==> config.mk <==
export PLATFORM = sky130hd
export DESIGN_NAME = rvvi_frame_decoder
export DESIGN_NICKNAME = d
export VERILOG_FILES = /design/src/rtl/rvvi_frame_decoder_pkg.sv /design/src/rtl/rvvi_sat_counter.sv /design/src/rtl/rvvi_frame_decoder.sv
export SDC_FILE = /design/constraint.sdc
export NUM_CORES = 1
export LEC_CHECK = 0
export ABC_AREA = 1
export CORE_MARGIN = 3
export CORE_UTILIZATION = 45
export DETAILED_ROUTE_END_ITERATION = 6
export GPL_TIMING_DRIVEN = 0
export PLACE_DENSITY = 0.81
export SYNTH_ARGS = -nofsm -noshare
export SYNTH_HDL_FRONTEND = slang
export SYNTH_SLANG_ARGS = --single-unit
==> constraint.sdc <==
create_clock -name clk -period 5.15 [get_ports clk]
set_clock_uncertainty 0.15 [all_clocks]
set_input_delay 0.515 -clock clk [delete_from_list [all_inputs] [get_ports clk]]
set_output_delay 0.515 -clock clk [all_outputs]
set_load 0.01 [all_outputs]
==> src/rtl/rvvi_frame_decoder_pkg.sv <==
// rvvi_frame_decoder_pkg: shared types, header layout and helpers for the RVVI frame decoder
package rvvi_frame_decoder_pkg;
    typedef struct packed {
        int unsigned XLEN;
    } cvw_t;
    localparam cvw_t CVW_DEFAULT = '{XLEN: 64};
    localparam int RVVI_HDR_BYTES = 28;
    localparam int RVVI_DST_OFF = 0;
    localparam int RVVI_SRC_OFF = 6;
    localparam int RVVI_TYPE_OFF = 12;
    localparam int RVVI_FCNT_OFF = 14;
    localparam int RVVI_MINSTR_OFF = 16;
    localparam int RVVI_IPD_OFF = 24;
    typedef enum logic [1:0] {COLLECT, CHECK, DRAIN} rvvi_dec_state_t;
    function automatic int rvvi_hdr_beats(input int data_width);
        return (RVVI_HDR_BYTES * 8 + data_width - 1) / data_width;
    endfunction
endpackage

==> src/rtl/rvvi_sat_counter.sv <==
// rvvi_sat_counter: statistics counter that sticks at all-ones instead of wrapping
module rvvi_sat_counter #(
    parameter int WIDTH = 16
) (
    input  logic             clk,
    input  logic             reset,
    input  logic             en,
    output logic [WIDTH-1:0] q
);
    // count enabled events until every bit is set
    always_ff @(posedge clk) begin
        if (reset) q <= '0;
        else if (en && !(&q)) q <= q + WIDTH'(1);
    end
endmodule

==> src/rtl/rvvi_frame_decoder.sv <==
// rvvi_frame_decoder: parses RVVI Ethernet frames and presents header fields through a valid/ready register
module rvvi_frame_decoder
    import rvvi_frame_decoder_pkg::*;
#(
    parameter cvw_t P = CVW_DEFAULT,
    parameter int DATA_WIDTH = 32,
    parameter int FRAME_COUNT_WIDTH = 16,
    parameter int STAT_WIDTH = 16
) (
    input  logic                         clk,
    input  logic                         reset,
    input  logic [DATA_WIDTH-1:0]        RvviAxiRdata,
    input  logic [DATA_WIDTH/8-1:0]      RvviAxiRstrb,
    input  logic                         RvviAxiRlast,
    input  logic                         RvviAxiRvalid,
    input  logic [47:0]                  DstMac,
    input  logic [47:0]                  SrcMac,
    input  logic [15:0]                  EthType,
    output logic                         OutValid,
    input  logic                         OutReady,
    output logic [P.XLEN-1:0]            Minstr,
    output logic [31:0]                  InterPacketDelay,
    output logic [FRAME_COUNT_WIDTH-1:0] FrameCount,
    output logic                         SeqErr,
    output logic [STAT_WIDTH-1:0]        ShortCnt,
    output logic [STAT_WIDTH-1:0]        MismatchCnt,
    output logic [STAT_WIDTH-1:0]        OverflowCnt
);
    localparam int XLEN = int'(P.XLEN);
    localparam int HDR_BEATS = rvvi_hdr_beats(DATA_WIDTH);
    localparam int IW = $clog2(HDR_BEATS + 1);
    localparam logic [IW-1:0] LAST_IDX = IW'(HDR_BEATS - 1);
    localparam logic [IW-1:0] SAT_IDX = IW'(HDR_BEATS);

    rvvi_dec_state_t state_q, state_d;
    logic [IW-1:0] idx_q;
    logic [DATA_WIDTH-1:0] cap_q [HDR_BEATS];
    logic [HDR_BEATS*DATA_WIDTH-1:0] hdr;
    logic [FRAME_COUNT_WIDTH-1:0] fc_new;
    logic end_q, first_q;
    logic rx_last, hdr_done, match, load, short_en, mismatch_en, overflow_en;
    logic unused_bits;

    assign rx_last = RvviAxiRvalid && RvviAxiRlast;
    assign hdr_done = state_q == COLLECT && RvviAxiRvalid && idx_q == LAST_IDX;

    for (genvar g = 0; g < HDR_BEATS; g++) begin : g_hdr
        assign hdr[g*DATA_WIDTH +: DATA_WIDTH] = cap_q[g];
    end

    assign match = hdr[8*RVVI_DST_OFF +: 48] == DstMac && hdr[8*RVVI_SRC_OFF +: 48] == SrcMac
                   && hdr[8*RVVI_TYPE_OFF +: 16] == EthType;
    assign fc_new = hdr[8*RVVI_FCNT_OFF +: FRAME_COUNT_WIDTH];
    assign unused_bits = ^{RvviAxiRstrb, hdr};

    // header beats land in the slot selected by the beat index while collecting
    always_ff @(posedge clk) begin
        for (int i = 0; i < HDR_BEATS; i++)
            if (state_q == COLLECT && RvviAxiRvalid && idx_q == IW'(i)) cap_q[i] <= RvviAxiRdata;
    end

    // parser state, saturating beat index and "frame ended on the last header beat" flag
    always_ff @(posedge clk) begin
        if (reset) begin
            state_q <= COLLECT;
            idx_q <= '0;
            end_q <= 1'b0;
        end else begin
            state_q <= state_d;
            idx_q <= rx_last ? '0 : (RvviAxiRvalid && idx_q != SAT_IDX) ? idx_q + IW'(1) : idx_q;
            end_q <= hdr_done && RvviAxiRlast;
        end
    end

    // next state and the single-cycle result events raised while checking
    always_comb begin
        state_d = state_q;
        short_en = 1'b0;
        mismatch_en = 1'b0;
        overflow_en = 1'b0;
        load = 1'b0;
        case (state_q)
            COLLECT: begin
                state_d = hdr_done ? CHECK : COLLECT;
                short_en = rx_last && idx_q != LAST_IDX;
            end
            CHECK: begin
                state_d = (end_q || rx_last) ? COLLECT : DRAIN;
                mismatch_en = !match;
                load = match && (!OutValid || OutReady);
                overflow_en = match && OutValid && !OutReady;
            end
            DRAIN: state_d = rx_last ? COLLECT : DRAIN;
            default: state_d = COLLECT;
        endcase
    end

    // one-entry result register; SeqErr compares with the previously delivered count
    always_ff @(posedge clk) begin
        if (reset) begin
            OutValid <= 1'b0;
            Minstr <= '0;
            InterPacketDelay <= '0;
            FrameCount <= '0;
            SeqErr <= 1'b0;
            first_q <= 1'b1;
        end else if (load) begin
            OutValid <= 1'b1;
            Minstr <= hdr[8*RVVI_MINSTR_OFF +: XLEN];
            InterPacketDelay <= hdr[8*RVVI_IPD_OFF +: 32];
            FrameCount <= fc_new;
            SeqErr <= !first_q && fc_new != FrameCount + FRAME_COUNT_WIDTH'(1);
            first_q <= 1'b0;
        end else if (OutReady) begin
            OutValid <= 1'b0;
        end
    end

    rvvi_sat_counter #(STAT_WIDTH) u_short (.clk(clk), .reset(reset), .en(short_en), .q(ShortCnt));
    rvvi_sat_counter #(STAT_WIDTH) u_mismatch (.clk(clk), .reset(reset), .en(mismatch_en), .q(MismatchCnt));
    rvvi_sat_counter #(STAT_WIDTH) u_overflow (.clk(clk), .reset(reset), .en(overflow_en), .q(OverflowCnt));
endmodule

==> flow_results.org <==
** Critical path
- Worst path slowest cell :: edfxtp_1
- Data on the critical path arrives at its endpoint at between 3 and 4 ns.
- The critical path goes through xnor2_1, nand2_1, nor2_1, nand2_1, nor2_1, nand3_1, nor2_4, nand3_4, buf_6, buf_6, o21ai_1, a21oi_1.
- Setup slack on the worst reg-to-reg path comes out at approximately 2.3 ns.
- The critical path is of the reg2reg type.
- In this run the worst path has a maximum fanout of 10.
- The worst setup path is captured at a flip-flop.
- Measured in cells, the most critical reg-to-reg path has a length of 12.
- The cell family contributing the most delay on the critical path is simple AND/OR/NAND/NOR gates.
- Worst path buffer plus inverter count :: 2
- In this run the critical register-to-register path is launched from cap_q[2][23].
- Req. time, crit path :: between 5 and 6 ns
- The worst setup path is launched from a flip-flop.
- For this run, the slowest stage of the critical path takes 0.44 ns.
- R2R Path End :: InterPacketDelay[15]
- The critical path starts at cap_q[2][23].

** Clock tree
- After clock tree synthesis, the flow added hold-fix buffers numbering 0.
- The tree is rooted in a clkbuf_16.
- Number of buffers created by CTS :: 42
- Clock latency on the worst-skew pair, taken at its later pin, is around 0.56 ns.
- Gates resized during post-CTS repair numbered 0.
- Number of setup buffers added after CTS :: 0
- The longest clock path from root to sink contains 3 buffers.
- Clock-pin slew was measured on the worst setup and hold paths at roughly 0.060 ns.
- CTS saw approximately 400 sinks.
- Clock tree from TritonCTS :: done
- Level count of the clock H-tree :: 2

** Hold path
- The worst hold path terminates at state_q[1].
- Hold Startpoint :: end_q
- In this run the worst hold path is classified as reg2reg.
- Hold Path Stages :: 1

** Synthesis
- The mapped netlist covers about 0.017 mm2.
- Top post-synthesis cells by area :: edfxtp_1, dfxtp_1, nand2_1, inv_1, a21oi_1
- Synthesis produced a netlist with a net count of slightly below 2k.
- In this run the mean area of a mapped cell was 9.35 um2.
- Leading register cell type out of synthesis :: edfxtp_1
- Post-Synthesis Cells :: between 1.5k and 2k
- The share of synthesized area in the top cell type comes to 0.403.
- Synthesis inferred 393 register bits.
- Number of enable flip-flop cells after synthesis :: between 200 and 250
- For this run, asynchronously set or reset flops after synthesis account for 0.
- Seq/Total Area, Yosys :: 0.606
- Synthesis instantiated 31 different standard cells from the library.
- The synthesized design spends more area on one cell type than any other, namely edfxtp_1.
- Yosys printed 0 warnings.

** Timing
- The number of endpoints with negative hold slack in the final report is 0.
- Setup tns final :: 0 ns
- Headroom to the max-slew limit came out at 0.363.
- Actual transition at the worst max-transition pin :: between 0.9 and 1 ns
- Setup repair after global routing left no endpoint under its margin.
- Final setup fails :: 0
- In the finished design, the share of the clock period the worst path needs comes to 0.558.
- Fmax :: roughly 350 MHz
- Across all hold checks on the routed design, the worst slack comes to between 0.2 and 0.3 ns.
- Number of pins exceeding their max-slew limit in the final report :: 0
- The routed design could run at a clock period as short as between 2 and 3 ns.

** Floorplanning
- In this run the horizontal extent of the chip is a little under 200 um.
- Starting Density :: 0.463
- The region available for standard cell placement spans 0.0361 mm2.
- The die is 199 um tall.
- Number of placement rows :: 69
- Number of I/O pins :: between 300 and 400
- The die covers between 0.03 and 0.04 mm2.

** Detailed routing
- First-iteration detailed-routing DRC count :: ~850
- In the routed design, unresolved DRC markers number 0.
- In the routed layout, each cell is associated on average with a via count of between 5 and 6.
- The first TritonRoute pass finished after 5 iterations.
- Post-DR wirelength/cell :: roughly 19 um
- Total number of vias :: approximately 14k
- Final wirelength :: between 50000 and 60000 um
- In this run the remaining antenna-violating nets after routing total 0.

** Final layout
- In the final layout, the multi-input gates occupy slightly above 0.005 mm2.
- The library cell used most frequently in the layout, excluding fill and tap cells, is nand2_1.
- Ratio of cells with drive above 1 in the final layout :: 0.0480
- In the layout the commonest cells are nand2_1, inv_1, clkdlybuf4s50_1.
- Across the whole layout, storage elements account for 0.0101 mm2.
- From synthesis to final layout, the design area changed by 31.7%.
- The final layout contains approximately 2.3k nets.
- Layout Cell Area excl Fill :: around 0.022 mm2
- Filler Cell Count :: 2878

** GRT
- Via count of the first global-routing pass :: roughly 13k
- Entering global routing, the biggest net connects 28 pins.
- The number of antenna violations at the first check in global routing was 9.
- The first global-routing pass estimated 74500 um of wire.
- Overflow left after global routing :: 0
- For this run, the total global-route usage over all layers was measured as 0.250.

** Pwr
- Switching power summed over all nets :: between 1 and 1.5 mW
- Peak ir drop on the vdd network :: ~0.00024 V
- Of the total power, the clock network draws 0.440.
- Int Power :: between 5 and 6 mW
- Of the total power, the share spent switching nets is 0.218.
- The share of total power dissipated in combinational logic is 0.063.
- Total Power Consumption :: 6.83 mW
- The share of total power dissipated in sequential elements is 0.497.
- Power spread over the standard cell area amounts to roughly 310 mW/mm2.
- For this design the static power due to leakage is between 8 and 9 nW.

** Placement
- Post-DP Area :: between 0.02 and 0.025 mm2
- Hpwl dp :: roughly 37000 um
- The count of buffers added on input and output ports is about 310.
- The congestion estimate from routability-driven global placement came to around 0.89.

** Run
- Max-cap violations in this run came to 0.

** Run status
- The flow ran to the end, and the final reports show no timing, DRC or antenna violations.
[layer usage]
layer,wire length [um],vias up,global-route usage
met5,34,-,0
met4,1890,4,0.106
met3,3840,119,0.0496
met2,24900,562,0.432
met1,19500,6344,0.306
li1,-,6491,-
[cell type report]
type	count	area share
inverter	324	0.0553
clock inverter	15	0.00916
sequential	393	0.460
clock buffer	61	0.0530
multi-input combinational	1023	0.233
buffer	46	0.0133
tap	461	0.0262
timing repair buffer	325	0.150
antenna	7	0.000797
[Yosys cell counts, types with 28 or more instances]
library cell / n
a21oi_1: 141
clkbuf_1: 28
nor3_1: 31
dfxtp_1: 169
edfxtp_1: 224
nand2_1: 351
xnor2_1: 75
o21ai_0: 106
nand3_1: 46
nor2_1: 151
o21ai_1: 30
inv_1: 324
xor2_1: 35
[flip-flops by register name, indices dropped and copies added (netlist names)]
name,count
u_overflow.q,16
OutValid,1
state_q,2
cap_q,224
InterPacketDelay,32
Minstr,64
FrameCount,16
u_short.q,16
u_mismatch.q,16
SeqErr,1
end_q,1
idx_q,3
first_q,1
[power by group through the flow]
| stage | Sequential (mW) | Clock (mW) | Combinational (mW) |
|---|---|---|---|
| 2_1_floorplan | 3.46 | 0 | 0.172 |
| 3_3_place_gp | 3.46 | 0 | 0.397 |
| 3_5_place_dp | 3.46 | 0 | 0.427 |
| 4_1_cts | 3.39 | 3.06 | 0.431 |
| 5_1_grt | 3.39 | 3.18 | 0.468 |
| 6_report | 3.39 | 3.01 | 0.430 |
[cells by family (layout without fill, tap and decap cells)]
family	Yosys count	count (layout)	synth area share
DFF	393	393	0.606
buffers and inverters	370	771	0.0903
AOI/OAI and AO/OA	288	288	0.0879
adders and majority gates	10	10	0.00749
other	0	7	0
xor gates and xnor gates	110	110	0.0577
and+or+nand+nor	615	615	0.151
[how the worst max path moves through the flow]
stage	endpoint	slack, ns	depth (start not counted)
floorplan	cap_q[5][0]	0.74	3
global placement	cap_q[5][1]	-1.55	3
detailed placement	InterPacketDelay[15]	1.69	13
CTS	InterPacketDelay[15]	2.19	12
global route	Minstr[38]	2.06	11
finish	InterPacketDelay[15]	2.28	12
[through the flow]
stage,utilization,std cells,worst slack [ns]
after CTS,0.609,2648,2.19
after floorplan,-,1786,0.745
after global placement,0.564,2556,-1.55
final,0.609,2655,2.28
after detailed placement,0.571,2572,1.69
after global routing,0.609,2651,2.06
[worst reg2reg max path: cells and delay by family (launching register included)]
| family | cells | cell delay (ns) |
|---|---|---|
| simple gates | 7 | 1.28 |
| buf+inv | 2 | 0.43 |
| xor+xnor | 1 | 0.20 |
| flops | 1 | 0.44 |
| compound gates | 2 | 0.26 |
Power figures use the tool's default switching activity.
